[src/rtl/data_sram_like_bridge.sv]
// data_sram_like_bridge: turns the MEM stage's single-cycle data access into
// an sram-like split transaction (req/addr_ok, then data_ok), generates the
// MEM-stage stall, holds the returned read word, and drains responses of
// accesses cancelled by an exception.
module data_sram_like_bridge (
  input  logic        clk,
  input  logic        rst,
  input  logic        MemEnableM,
  input  logic [3:0]  MemWenM,
  input  logic [31:0] MemAddrM,
  input  logic [31:0] TWriteDataM,
  input  logic        PipeStallM,
  input  logic        CancelM,
  output logic [31:0] ReadDataM,
  output logic        DataStallM,
  output logic        data_req,
  output logic        data_wr,
  output logic [1:0]  data_size,
  output logic [31:0] data_addr,
  output logic [31:0] data_wdata,
  input  logic        data_addr_ok,
  input  logic        data_data_ok,
  input  logic [31:0] data_rdata
);

  typedef enum logic [1:0] {
    S_IDLE,
    S_REQ,
    S_WAIT,
    S_DONE
  } state_e;

  state_e      state_q, state_d;
  logic        discard_q, discard_d;
  logic [31:0] rdata_q, rdata_d;
  logic        lat_wr_q, lat_wr_d;
  logic [1:0]  lat_size_q, lat_size_d;
  logic [31:0] lat_addr_q, lat_addr_d;
  logic [31:0] lat_wdata_q, lat_wdata_d;

  logic        in_wr;
  logic [1:0]  in_size;
  logic [31:0] in_addr;
  logic        issue;
  logic        drop_now;

  // Request attributes derived straight from the MEM-stage inputs.
  always_comb begin
    in_wr = |MemWenM;
    if (in_wr) begin
      unique case (MemWenM)
        4'b1111:          in_size = 2'd2;
        4'b0011, 4'b1100: in_size = 2'd1;
        default:          in_size = 2'd0;
      endcase
      in_addr = MemAddrM;
    end else begin
      in_size = 2'd2;
      in_addr = {MemAddrM[31:2], 2'b00};
    end
    issue    = (state_q == S_IDLE) & MemEnableM & ~CancelM & ~discard_q;
    // A cancel arriving in the same cycle as the response drops it at once.
    drop_now = discard_q | CancelM;
  end

  // State register and all held transaction context.
  always_ff @(posedge clk) begin
    if (rst) begin
      state_q     <= S_IDLE;
      discard_q   <= 1'b0;
      rdata_q     <= '0;
      lat_wr_q    <= 1'b0;
      lat_size_q  <= '0;
      lat_addr_q  <= '0;
      lat_wdata_q <= '0;
    end else begin
      state_q     <= state_d;
      discard_q   <= discard_d;
      rdata_q     <= rdata_d;
      lat_wr_q    <= lat_wr_d;
      lat_size_q  <= lat_size_d;
      lat_addr_q  <= lat_addr_d;
      lat_wdata_q <= lat_wdata_d;
    end
  end

  // Next-state, discard tracking, attribute latch and read-data capture.
  always_comb begin
    state_d     = state_q;
    discard_d   = discard_q;
    rdata_d     = rdata_q;
    lat_wr_d    = lat_wr_q;
    lat_size_d  = lat_size_q;
    lat_addr_d  = lat_addr_q;
    lat_wdata_d = lat_wdata_q;
    unique case (state_q)
      S_IDLE: begin
        if (issue) begin
          lat_wr_d    = in_wr;
          lat_size_d  = in_size;
          lat_addr_d  = in_addr;
          lat_wdata_d = TWriteDataM;
          state_d     = data_addr_ok ? S_WAIT : S_REQ;
        end
      end
      S_REQ: begin
        discard_d = drop_now;
        if (data_addr_ok) state_d = S_WAIT;
      end
      S_WAIT: begin
        if (data_data_ok) begin
          if (~lat_wr_q & ~drop_now) rdata_d = data_rdata;
          discard_d = 1'b0;
          state_d   = drop_now ? S_IDLE : S_DONE;
        end else begin
          discard_d = drop_now;
        end
      end
      S_DONE: begin
        if (CancelM | ~PipeStallM) state_d = S_IDLE;
      end
      default: state_d = S_IDLE;
    endcase
  end

  // Bus request, attribute mux, stall and read-data outputs.
  always_comb begin
    data_req = ~rst & (issue | (state_q == S_REQ));
    if (state_q == S_IDLE) begin
      data_wr    = in_wr;
      data_size  = in_size;
      data_addr  = in_addr;
      data_wdata = TWriteDataM;
    end else begin
      data_wr    = lat_wr_q;
      data_size  = lat_size_q;
      data_addr  = lat_addr_q;
      data_wdata = lat_wdata_q;
    end
    DataStallM = ~rst & ((MemEnableM & ~CancelM & (state_q != S_DONE)) | discard_q);
    ReadDataM  = rdata_q;
  end

endmodule

[config.mk]
export PLATFORM = sky130hd
export DESIGN_NAME = data_sram_like_bridge
export DESIGN_NICKNAME = d
export VERILOG_FILES = /design/src/rtl/data_sram_like_bridge.sv
export SDC_FILE = /design/constraint.sdc
export NUM_CORES = 1
export LEC_CHECK = 0
export BUFFER_PORTS_ARGS = -buffer_cell sky130_fd_sc_hd__buf_4
export CORE_MARGIN = 4
export CORE_UTILIZATION = 47
export CTS_BUF_LIST = sky130_fd_sc_hd__clkbuf_8 sky130_fd_sc_hd__clkbuf_16
export DETAILED_ROUTE_END_ITERATION = 8
export PLACE_DENSITY = 0.83
export SYNTH_ARGS = -nofsm -noshare
export SYNTH_HDL_FRONTEND = slang
export SYNTH_SLANG_ARGS = --single-unit
[constraint.sdc]
create_clock -name clk -period 2.3 [get_ports clk]
set_input_delay 0.23 -clock clk [delete_from_list [all_inputs] [get_ports clk]]
set_output_delay 0.23 -clock clk [all_outputs]
set_load 0.01 [all_outputs]
# Word-level counts from Yosys, hierarchy flattened
# Cells that the tools add are included.
# W data, S select, Z words.
[classes]
n_eq_ne = 11
n_mux = 16
bitwise_logic = 18
reduce_logical = 7
[ops]
columns = ["op", "count"]
rows = [
  ["$mux W32", 2],
  ["$mux W2", 9],
  ["$ne A2 B2 Y1 const B", 5],
  ["$and A1 B1 Y1", 8],
  ["$eq A4 B4 Y1 const B", 2],
  ["$pmux W2 S4", 1],
  ["$not A1 Y1", 6],
  ["$eq A2 B2 Y1 const B", 2],
  ["$eq A4 B2 Y1 const B", 1],
  ["$or A1 B1 Y1", 4],
  ["$pmux W2 S2", 1],
  ["$reduce_and A4 Y1", 1],
  ["$reduce_or A4 Y1", 1],
  ["$reduce_and A3 Y1", 1],
  ["$eq A2 B1 Y1 const B", 1],
  ["$logic_not A2 Y1", 1],
  ["$mux W1", 2],
  ["$pmux W1 S2", 1],
  ["$reduce_and A2 Y1", 1],
  ["$reduce_bool A2 Y1", 1],
  ["$reduce_or A2 Y1", 1],
]
[word_totals]
reg_bits = 102
inputBits = 107
elab_cells = 59

# Longest topological paths before layout
# Gate-level depths: netlist of run 1.
[depth]
word_depth = 6
depth_mapped = 8
mapped_depth_nobuf = 5

# Worst setup path before layout of run 1
# Ideal clock, no wire load.
[synth_path]
kind = "reg2out"
start = "register state_q[0]"
end = "output data_addr[10]"
t_arrival_ns = 1.545
required_ns = 2.070
slack_ns = 0.525
path_stages_with_launch = 6
path_cell_list = "dfxtp_1 > inv_1 > ha_1 > clkbuf_1 > buf_2 > mux2_2"
[synth_between]
elab_chain_len = 2
[synth_lines]
columns = ["element", "line", "text"]
rows = [
  ["from (decl)", "33", "state_e state_q, state_d;"],
  ["from (signal assigned)", "77", "state_q <= state_d;"],
  ["$logic_not A2 Y1", "129", "if (state_q == S_IDLE) begin"],
  ["$mux W32", "129", ""],
  ["to (decl)", "19", "output logic [31:0] data_addr,"],
]
# Every way passes these cells.

# Worst setup path in the final report of run 1
[layout_path]
start = "register state_q[0]"
end = "output data_addr[17]"
# Same word-level chain as after synthesis.

==> results of run 1 <==
-- metal layers --
| metal | vias up | GRT usage [%] | routed length (um) |
|---|---|---|---|
| met2 | 198 | 40.4 | 6850 |
| met4 | 0 | 8.21 | 276 |
| met3 | 26 | 5.52 | 1100 |
| li1 | 2278 | - | - |
| met5 | - | 0 | 0 |
| met1 | 2219 | 26.5 | 5270 |
-- synth_stat cells, drive strengths merged (2+ instances only) --
master   count  area, um2
nand3       36        180
dfxtp      102       2040
mux2        63        713
and4bb       2       25.0
nand4bb      2       22.5
nor2        11       41.3
a211oi       3       22.5
nand2      128        480
o21ai       35        175
ha           4       50.1
nor2b        2       12.5
clkbuf      30        113
inv          5       18.8
buf         20        104
a21oi      101        505
-- final cells by class --
type	instances	area (um2)
fill	790	3200
multi-input combinational	401	2390
sequential	102	2040
timing repair buffer	219	1690
tap	133	166
clock buffer	9	124
clock inverter	7	55.1
inverter	6	22.5
-- final timing paths --
check	start	to	slack (ns)
worst max-delay path	state_q[0]	data_addr[17]	0.11
worst min-delay path	data_data_ok	discard_q	0.11
worst max register to register	state_q[0]	lat_size_q[1]	0.48
worst min register to register	lat_wdata_q[25]	lat_wdata_q[25]	0.46
-- logic make-up (layout without fill, tap and decap cells) --
group | count (synthesis) | count (layout) | share of synthesized area, %
AO/OA/AOI/OAI | 143 | 143 | 16.2
multiplexers | 64 | 64 | 15.6
AND/OR/NAND/NOR | 190 | 190 | 18.0
buffers and inverters | 56 | 241 | 5.15
flip-flops | 102 | 102 | 44.0
adder cells (fa/ha/maj) | 4 | 4 | 1.08
-- power by group through the flow --
stage	Sequential, mW	Combinational (mW)	Clock, mW
final	2.10	3.63	1.05
after global routing	2.13	3.89	1.17
after CTS	2.11	3.64	1.08
after detailed placement	2.15	3.62	0
after global placement	2.13	3.53	0
after floorplan	2.12	2.14	0
-- sequential cells by signal (all words and copies together), names as in the netlist --
register and flops:
lat_wr_q 1, state_q 2, lat_wdata_q 32, lat_size_q 2, lat_addr_q 32, discard_q 1, ReadDataM 32
-- stage by stage --
stage | util [%] | cells | area [um2] | power (mW)
after global placement | 65.1 | 861 | 6300 | 5.66
after floorplan | - | 559 | 4640 | 4.26
after global routing | 67.0 | 877 | 6490 | 7.20
after detailed placement | 65.1 | 861 | 6300 | 5.77
after CTS | 67.0 | 877 | 6480 | 6.82
final | 67.0 | 877 | 6490 | 6.78
-- what timing repair did --
action / in CTS / in global routing
endpoints found under the setup margin: 0 / 8
gates resized for setup: 0 / 1
hold buffers: 0 / 0
==> results, run 1 <==
- Between clock sinks in the finished design, the worst skew comes to between 0.01 and 0.015 ns.
- During placement, the flow inserted port buffers numbering ~210.
- The worst hold path passes through 2 cells.
- In this run the worst path has a maximum fanout of 46.
- The master cell of the clock root buffer is sky130_fd_sc_hd__clkbuf_8.
- The die is approximately 110 um wide.
- In this run the post-CTS setup repair buffer count came out at 0.
- Across all hold checks on the routed design, the worst slack comes to approximately 0.11 ns.
- Summed over all layers, the global routing overflow is 0.
- During synthesis, Yosys emitted a total of 0 warnings.
- The upper clock frequency limit is between 400 and 500 MHz.
- The via count of the first global-routing pass was between 4000 and 5000.
- The post-route clock period utilization is 95.1%.
- The floorplan die height is 107 um.
- At the end of routability-driven placement, the weighted congestion stood at about 0.81.
- Yosys mapped a number of flops with a built-in enable equal to 0.
- Setup repair after global routing left no endpoint under its margin.
- Data arrives at the worst endpoint at ~2.0 ns.
- The die covers roughly 0.012 mm2.
- Synthesis handed over a netlist of approximately 560 instances.
- The clock slew seen by the registers of the worst setup and hold paths is approximately 0.1 ns.
- Cell internal power was estimated by the tool at about 4.3 mW.
- The clock share of power is between 15 and 20%.
- The synthesized netlist occupies a cell area of 0.00464 mm2.
- The share of the Yosys chip area taken by registers is around 44%.
- The largest net degree at the start of global routing is between 40 and 50.
- In this run, CTS created clock tree buffers numbering 9.
- In the layout the commonest cells are sky130_fd_sc_hd__buf_4 (215), sky130_fd_sc_hd__nand2_1 (128), sky130_fd_sc_hd__dfxtp_1 (102).
- The depth of the critical timing path with buffers and inverters included is 5.
- Summed over all failing endpoints, the final setup total negative slack is 0 ns.
- Synthesis produced a netlist with a net count of 670.
- The final hold violation count is 0.
- Cells with a size suffix above 1 make up about 41% of the layout.
- The number of violations reported at the end of detailed-routing iteration 0 is between 200 and 250.
- The primary flip-flop cell chosen by synthesis mapping is sky130_fd_sc_hd__dfxtp_1.
- The diode insertion count for antenna repair is 0.
- The area growth from synthesis to layout is 39.7%.
- The flip-flop and latch count after synthesis is between 100 and 150.
- The depth of the worst register-to-register path is 6.
- The cell with the largest stage delay on the worst path is sky130_fd_sc_hd__mux2_2.
- The CTS tree is done.
- The async set-or-reset flop fraction in the synthesized netlist is 0%.
- Once detail routing completed, the nets flagged for antenna violations numbered 0.
- The peak supply drop is ~0.53 mV.
- The first global-routing pass estimated between 20000 and 25000 um of wire.
- Counting both buffers and inverters, the worst setup path holds a total of 3.
- The clock sink count is 102.
- The routed via count is ~4700.
- For the pin with the worst max-slew slack, the measured transition is just under 0.4 ns.
- The setup violation total in the final timing report is 0.
- In this run the number of H-tree levels came out at 3.
- In this design, the stage delay of the slowest critical-path cell is 0.37 ns.
- The most common cell after layout, fill and taps aside is sky130_fd_sc_hd__buf_4.
- Walking the worst path, the cells encountered are inv_1 > ha_4 > buf_12 > mux2_2 > buf_4.
- The floorplan has 36 rows.
- The number of different library cells used by synthesis comes to 35.
- In this run the tightest slew margin relative to its limit is between 70% and 80%.
- The overall fraction of global-route tracks in use is 22.8%.
- The number of antenna violations at the first check in global routing was 0.
- The core footprint is about 0.0097 mm2.
- The class of the most critical hold timing path is in -> reg.
- STA classifies the critical path startpoint as a register.
- The initial utilization of the core area, before any placement, comes to a little under half.
- The static leakage power is between 2 and 3 nW.
- The switching power is about 2.5 mW.
- The first detailed-routing pass took 4 iterations.
- The part of the total power dissipated in combinational logic is 53.5%.
- Max-cap violations in this run came to 0.
- around 210 I/O pins were placed.
- The family with the most delay on the worst path is buffers and inverters.
- Using the TritonRoute via totals, the vias-per-cell ratio works out to ~5.4.
- The total routed wirelength is between 10000 and 15000 um.
- Counting along the longest clock path gives a buffer depth of 2.
- The portion of total power attributed to sequential cells is 31.0%.
- The final count of pins violating max slew came to 0.
- The DRC violation count after routing is 0.
- The time the worst path needs with I/O delays and setup is 2.19 ns.
- Dividing the detail-routed wire length by the instance count gives about 15 um.
- The post-DP HPWL is between 10000 and 15000 um.
- Data on the critical path is required at its endpoint by about 2.1 ns.
- In this run switching power makes up between 30% and 40% of total power.
- At the end of the flow, the number of nets in the layout was 850.
- In the post-route analysis, the smallest setup slack over all paths is between 0.1 and 0.15 ns.
- The power per unit of standard cell area is 1040 mW/mm2.
- The worst setup path is captured at a primary output.
- The clock insertion delay at the later pin of the skew report is roughly 0.36 ns.
- The classification of the worst setup path is reg -> out.
- The flow ran to the end, and the final reports show no timing, DRC or antenna violations.
- A synthesized cell averages ~8.3 um2.
- At the placement stage, the worst setup path has a slack of ~0.46 ns.
Power figures use the tool's default switching activity.
==> run 2, diff against run 1 <==
--- a/config.mk
+++ b/config.mk
@@ -10,6 +10,7 @@
 export CORE_UTILIZATION = 47
 export CTS_BUF_LIST = sky130_fd_sc_hd__clkbuf_8 sky130_fd_sc_hd__clkbuf_16
 export DETAILED_ROUTE_END_ITERATION = 8
+export HOLD_SLACK_MARGIN = 0.12
 export PLACE_DENSITY = 0.83
 export SYNTH_ARGS = -nofsm -noshare
 export SYNTH_HDL_FRONTEND = slang
==> run 2 against run 1 <==
Non-clock buffer count rose by 51. Maximum frequency hardly changed. Final cell count grew 5.8%. Sequential share of layout area shrank 2.3 points. Clock skew decreased by 0.0014 ns. Combinational power grew 3%. Count of clock-buffer cells in the layout unchanged. Clock power barely moved. Design area increased by 7.9%. Critical path depth is the same. Register-to-register slack hardly changed. Global-route usage up 2.4 points. Highest routed layer unchanged.
==> results, run 2 (synthesis results as in run 1) <==
- The total of buffers placed on input and output ports is 207 (unchanged).
- The post-detailed-route wirelength per cell came to 16.1 um (+4.8%).
- The detailed-route vias per instance is 5.35 (-0.63%).
- The final count of pins violating max slew is 0 (unchanged).
- The net switching share of the total power is 37.0% (+0.12 points).
- In this run the clock root is driven by a sky130_fd_sc_hd__clkbuf_8.
- The number of detailed-route iterations in the first pass was 5 (+1).
- The number of antenna violations at the first check in global routing was 0 (unchanged).
- The most common cell after layout, fill and taps aside is sky130_fd_sc_hd__buf_4.
- The sum of internal, switching and leakage power is 6.88 mW (+1.5%).
- The minimum setup slack in the final design is 0.112 ns (-0.00153 ns).
- The library cells used most frequently in the layout, excluding fill and tap cells, are sky130_fd_sc_hd__buf_4 (215), sky130_fd_sc_hd__nand2_1 (128), sky130_fd_sc_hd__dfxtp_1 (102).
- The class of the most critical hold timing path is in -> reg.
- The area growth from synthesis to layout is 50.7%.
- The worst slack at placement was 0.464 ns (unchanged).
- The floorplan row count is 36 (unchanged).
- The total routed wirelength was 15000 um (+11%).
- The floorplan die height is 107 um (unchanged).
- The via count of the first global-routing pass is 4927 (+6.1%).
- The transition at the pin with the smallest max-transition slack is 0.394 ns (+0.00617 ns).
- The largest net degree at the start of global routing was 47 (unchanged).
- The final-layout setup total negative slack came to 0 ns (unchanged).
- The classification of the worst setup path is reg -> out.
- The time the worst path needs with I/O delays and setup is 2.19 ns (+0.00153 ns).
- The flow ran to the end, and the final reports show no timing, DRC or antenna violations.
- The clock share of power was 15.2% (-0.3 points).
- The final hold violation count is 0 (unchanged).
- The number of violations reported at the end of detailed-routing iteration 0 is 279 (+30%).
- The headroom to the max-slew limit is 73.7% (-0.41 points).
- The clock slew seen by the registers of the worst setup and hold paths came to 0.09 ns (about the same).
- The diode insertion count for antenna repair is 0 (unchanged).
- The power per unit of standard cell area came to 984 mW/mm2 (-5.9%).
- The CTS tree is done.
- The category of the worst setup path capture point is a primary output.
- The weighted congestion at the end of routability-driven global placement is 0.810 (unchanged).
- The post-route clock period utilization is 95.1% (about the same).
- The kind of start point of the critical path is a register.
- The number of CTS-inserted buffers is 9 (unchanged).
- The internal power of the cells is 4.33 mW (+1.4%).
- The DRC violation count after routing is 0 (unchanged).
- The core footprint came to 0.00968 mm2 (unchanged).
- The setup violation total in the final timing report was 0 (unchanged).
- The setup clock skew after layout was 0.0114 ns (-0.00142 ns).
- The clock sink count is 102 (unchanged).
- The top-level port count came to 208 (unchanged).
- The switching power is 2.55 mW (+1.9%).
- Setup repair after global routing left no endpoint under its margin.
- The number of nets in the finished design was 901 (+6.0%).
- The signal arrival time at the worst endpoint came to 1.96 ns (about the same).
- The width of the die was 107 um (unchanged).
- The initial core utilization is 48.0% (unchanged).
- The upper clock frequency limit is 457 MHz (about the same).
- The clock insertion delay at the later pin of the skew report is 0.36 ns (about the same).
- The count of maximum capacitance violations is 0 (unchanged).
- The static leakage power is 2.92 nW (+7.9%).
- The global route total overflow is 0 (unchanged).
- The worst-path maximum fanout came to 46 (unchanged).
- The overall fraction of global-route tracks in use is 25.2% (+2.4 points).
- The wire length of the first global-routing pass came to 23600 um (+9.6%).
- The number of H-tree levels is 3 (unchanged).
- The post-detailed-route count of antenna-violating nets was 0 (unchanged).
- The routed via count is 4964 (+5.1%).
- The part of the total power dissipated in combinational logic is 54.2% (+0.7 points).
- The portion of total power attributed to sequential cells is 30.6% (-0.4 points).
- The post-DP HPWL is 10100 um (unchanged).
- The deepest clock path buffer count is 2 (unchanged).
- The required time at the worst-slack endpoint is 2.07 ns (about the same).
- The share of post-route cells with drive strength above 1 is 38.2% (-2.6 points).
- The die outline area was 0.0115 mm2 (unchanged).
- The setup fix buffers added after clock tree synthesis is 0 (unchanged).
- The peak supply drop came to 0.525 mV (-0.54%).
run 2: cell count changes in the layout (fill, tap and decap cells not counted), sizes merged:
| cell | delta |
|---|---|
| dlygate4sd3 | +51 |
run 2: final timing paths:
path	start	endpoint	slack (ns)	cells past startpoint
setup / recovery	state_q[0]	data_addr[13]	0.11	5
hold / removal	TWriteDataM[31]	lat_wdata_q[31]	0.14	3
setup reg to reg	state_q[0]	lat_size_q[1]	0.47	6
hold reg to reg	lat_wdata_q[25]	lat_wdata_q[25]	0.46	2
run 2: final cells by class:
class                   instances  area [um2]
fillers                       711        2690
multi-input cells             401        2390
repair buffers                270        2200
flip-flops and latches        102        2040
well taps                     133         166
clock buffers                   9         124
clock inverters                 7        55.1
inverters                       6        22.5
run 2: power by group through the flow:
stage	Clock (mW)	Sequential (mW)	Combinational (mW)
floorplan	0	2.12	2.14
global placement	0	2.13	3.53
detailed placement	0	2.15	3.62
CTS	1.08	2.11	3.70
global route	1.17	2.13	4.00
finish	1.04	2.11	3.73
run 2: routing by layer:
| layer | track usage (%) | vias to the layer above | wire, um |
|---|---|---|---|
| met5 | 0 | - | 0 |
| met4 | 11.3 | 0 | 497 |
| met3 | 5.52 | 42 | 1160 |
| met2 | 44.9 | 231 | 7580 |
| met1 | 28.6 | 2314 | 5720 |
| li1 | - | 2377 | - |
run 2: stage by stage:
| stage | cells | hold WS [ns] | instance area, um2 | util (%) |
|---|---|---|---|---|
| 2_1_floorplan | 559 | 0.350 | 4640 | - |
| 6_report | 928 | 0.140 | 7000 | 72.3 |
| 3_5_place_dp | 861 | 0.449 | 6300 | 65.1 |
| 5_1_grt | 928 | 0.122 | 7000 | 72.3 |
| 3_3_place_gp | 861 | 0.439 | 6300 | 65.1 |
| 4_1_cts | 927 | 0.120 | 6980 | 72.1 |
run 2: what timing repair did:
item	4_1_cts	5_1_grt
gates resized for setup	0	1
setup endpoints to repair	0	17
hold buffers	50	1
hold endpoints to repair	50	1
run 2: worst max-delay path: stages, from the launching register on:
cell	delay, ns
sky130_fd_sc_hd__dfxtp_1	0.34
sky130_fd_sc_hd__inv_1	0.15
sky130_fd_sc_hd__ha_4	0.29
sky130_fd_sc_hd__buf_12	0.28
sky130_fd_sc_hd__mux2_2	0.38
sky130_fd_sc_hd__buf_4	0.15
==> run 3, diff against run 2 <==
--- a/config.mk
+++ b/config.mk
@@ -6,12 +6,14 @@
 export NUM_CORES = 1
 export LEC_CHECK = 0
 export BUFFER_PORTS_ARGS = -buffer_cell sky130_fd_sc_hd__buf_4
+export CELL_PAD_IN_SITES_DETAIL_PLACEMENT = 2
+export CELL_PAD_IN_SITES_GLOBAL_PLACEMENT = 2
 export CORE_MARGIN = 4
-export CORE_UTILIZATION = 47
+export CORE_UTILIZATION = 26
 export CTS_BUF_LIST = sky130_fd_sc_hd__clkbuf_8 sky130_fd_sc_hd__clkbuf_16
 export DETAILED_ROUTE_END_ITERATION = 8
 export HOLD_SLACK_MARGIN = 0.12
-export PLACE_DENSITY = 0.83
+export PLACE_DENSITY = 0.81
 export SYNTH_ARGS = -nofsm -noshare
 export SYNTH_HDL_FRONTEND = slang
 export SYNTH_SLANG_ARGS = --single-unit
==> run 3 against run 2 <==
Global-route usage fell by 8.0 points. Largest cell class unchanged. Clock power rose by 52%. Core utilization fell by 33 points.
==> results, run 3 (synthesis results as in run 1) <==
- The floorplan die height is 142 um (+32%).
- The setup slack of the worst register-to-register path was 0.40 ns (-0.07 ns).
- The post-route clock period utilization was 92.1% (-3.0 points).
- The routed via count came to 4753 (-4.3%).
- The floorplan row count is 48 (+33%).
- The number of H-tree levels is 3 (unchanged).
- The portion of total power attributed to sequential cells is 28.4% (-2.2 points).
- The depth of the worst register-to-register path is 7 (+1).
- The time the worst path needs with I/O delays and setup came to 2.12 ns (-0.0688 ns).
- The overall fraction of global-route tracks in use came to 17.2% (-8.0 points).
- The initial core utilization is 26.7% (-21 points).
- The post-cts sizing count is 0 (unchanged).
- The internal power of the cells was 4.72 mW (+9.0%).
- The library cell used most frequently in the layout, excluding fill and tap cells, is sky130_fd_sc_hd__buf_4.
- The part of the total power dissipated in combinational logic is 50.3% (-3.9 points).
- The post-route cell area is 0.00676 mm2 (-3.4%).
- The worst hold path startpoint is TWriteDataM[5].
- The via count of the first global-routing pass came to 5274 (+7.0%).
- The core footprint was 0.0174 mm2 (+80%).
- The cell sitting at the root of the clock tree is a sky130_fd_sc_hd__clkbuf_16.
- The number of CTS-inserted buffers is 9 (unchanged).
- The clock share of power is 21.3% (+6.1 points).
- The worst hold path stage count is 3 (unchanged).
- The clock insertion delay at the later pin of the skew report is 0.35 ns (about the same).
- The DRC violation count after routing is 0 (unchanged).
- The launching point of the worst reg2reg path is state_q[0].
- The count of maximum capacitance violations is 0 (unchanged).
- The post-detailed-route wirelength per cell is 18.0 um (+12%).
- The deepest clock path buffer count is 2 (unchanged).
- The area growth from synthesis to layout is 45.5%.
- The top-level port count is 208 (unchanged).
- The net switching share of the total power is 36.4% (-0.61 points).
- The post-detailed-route count of antenna-violating nets came to 0 (unchanged).
- The detailed-route vias per instance is 4.88 (-8.8%).
- The standard cell area after detailed placement came to 0.00642 mm2 (+1.9%).
- The endpoint identified for the worst register-to-register timing path is lat_wdata_q[22].
- The weighted congestion at the end of routability-driven global placement is 0.817 (+0.84%).
- The worst-path maximum fanout is 20 (-57%).
- Setup repair after global routing left no endpoint under its margin.
- The critical path is of the reg -> out type.
- The total routed wirelength is 17500 um (+17%).
- The required time at the worst-slack endpoint is 2.07 ns (about the same).
- The setup violation total in the final timing report is 0 (unchanged).
- The wire length of the first global-routing pass is 27900 um (+18%).
- The signal arrival time at the worst endpoint came to 1.89 ns (-0.07 ns).
- In the layout the commonest cells are sky130_fd_sc_hd__buf_4 (219), sky130_fd_sc_hd__nand2_1 (128), sky130_fd_sc_hd__dfxtp_1 (102).
- The category of the worst setup path capture point is a primary output.
- The CTS tree is done.
- The final hold violation count is 0 (unchanged).
- The share of post-route cells with drive strength above 1 is 40.9% (+2.6 points).
- The switching power is 2.71 mW (+6.2%).
- The peak supply drop is 0.414 mV (-21%).
- The clock sink count is 102 (unchanged).
- The total of buffers placed on input and output ports is 207 (unchanged).
- The path with the worst hold slack has its endpoint at lat_wdata_q[5].
- The total area of multi-input combinational cells is 0.00239 mm2 (unchanged).
- The number of filler instances in the final layout is 1961 (+180%).
- The final count of pins violating max slew is 0 (unchanged).
- The run finished with clean final reports.
- The static leakage power is 2.78 nW (-4.8%).
- The setup fix buffers added after clock tree synthesis is 0 (unchanged).
- The number of nets in the finished design is 855 (-5.1%).
- The largest net degree at the start of global routing was 56 (+19%).
- The transition at the pin with the smallest max-transition slack is 0.637 ns (+0.242 ns).
- The clock slew seen by the registers of the worst setup and hold paths is 0.08 ns (about the same).
- The global route total overflow came to 0 (unchanged).
- The upper clock frequency limit is 472 MHz (+3.2%).
- The number of antenna violations at the first check in global routing is 0 (unchanged).
- STA classifies the critical path startpoint as a register.
- The headroom to the max-slew limit came to 57.6% (-16 points).
- The power per unit of standard cell area is 1100 mW/mm2 (+12%).
- The flip-flop and latch area came to 0.00204 mm2 (unchanged).
- The die outline area came to 0.0201 mm2 (+74%).
- The number of detailed-route iterations in the first pass was 4 (-1).
- The number of violations reported at the end of detailed-routing iteration 0 is 139 (-50%).
- The post-DP HPWL was 13400 um (+33%).
- The worst hold path belongs to the class in -> reg.
- The final-layout setup total negative slack is 0 ns (unchanged).
- The setup clock skew after layout is 0.0124 ns (+0.00107 ns).
- The width of the die is 142 um (+32%).
- The diode insertion count for antenna repair is 0 (unchanged).
==> run 3: routing by layer <==
metal,track usage (%),part of all wire [%],up-vias
li1,-,-,2282
met1,19.6,41,2323
met2,31.4,51,139
met3,4.95,7.2,9
met4,4.29,0.87,0
met5,0,0,-
==> run 3: area by class of cell <==
type                       instances  share of cell area, %
multi-input combinational        401                   35.4
sequential                       102                   30.2
timing repair buffer             224                   25.4
tap                              225                   4.17
clock buffer                       9                   3.33
clock inverter                     7                   1.20
inverter                           6                  0.333
==> run 3: worst max-delay path: stages (launching register included) <==
cell and delay, ns:
sky130_fd_sc_hd__dfxtp_1 0.34, sky130_fd_sc_hd__inv_1 0.15, sky130_fd_sc_hd__ha_4 0.21, sky130_fd_sc_hd__buf_4 0.29, sky130_fd_sc_hd__mux2_2 0.38, sky130_fd_sc_hd__buf_4 0.15
==> run 3: worst max-delay path by stage <==
stage | startpoint | end | slack, ns | cells after the start
global route | state_q[0] | data_addr[31] | 0.09 | 5
floorplan | state_q[0] | data_addr[10] | 0.52 | 5
global placement | MemWenM[1] | data_size[1] | 0.50 | 5
CTS | state_q[0] | data_wdata[15] | 0.16 | 5
detailed placement | state_q[0] | lat_wdata_q[22] | 0.39 | 7
finish | state_q[0] | data_wdata[16] | 0.18 | 5
==> run 3: repair_timing <==
action | CTS | global route
endpoints found under the hold margin | 3 | 0
endpoints found under the setup margin | 0 | 0
hold buffers | 3 | 0
==> run 3: stage by stage <==
stage / hold slack [ns] / setup slack, ns / util, % / instances / power [mW]
after floorplan: 0.350 / 0.525 / - / 559 / 4.26
after global placement: 0.440 / 0.496 / 36.9 / 955 / 5.81
after detailed placement: 0.453 / 0.389 / 36.9 / 955 / 5.96
after CTS: 0.123 / 0.158 / 38.8 / 974 / 7.58
after global routing: 0.128 / 0.0883 / 38.8 / 974 / 7.94
final: 0.136 / 0.181 / 38.8 / 974 / 7.43
==> run 3: power by group through the flow <==
| stage | combinational [mW] | clock, mW | sequential [mW] |
|---|---|---|---|
| final | 3.74 | 1.58 | 2.11 |
| after global routing | 4.08 | 1.73 | 2.14 |
| after CTS | 3.83 | 1.64 | 2.12 |
| after detailed placement | 3.80 | 0 | 2.15 |
| after global placement | 3.68 | 0 | 2.13 |
| after floorplan | 2.14 | 0 | 2.12 |
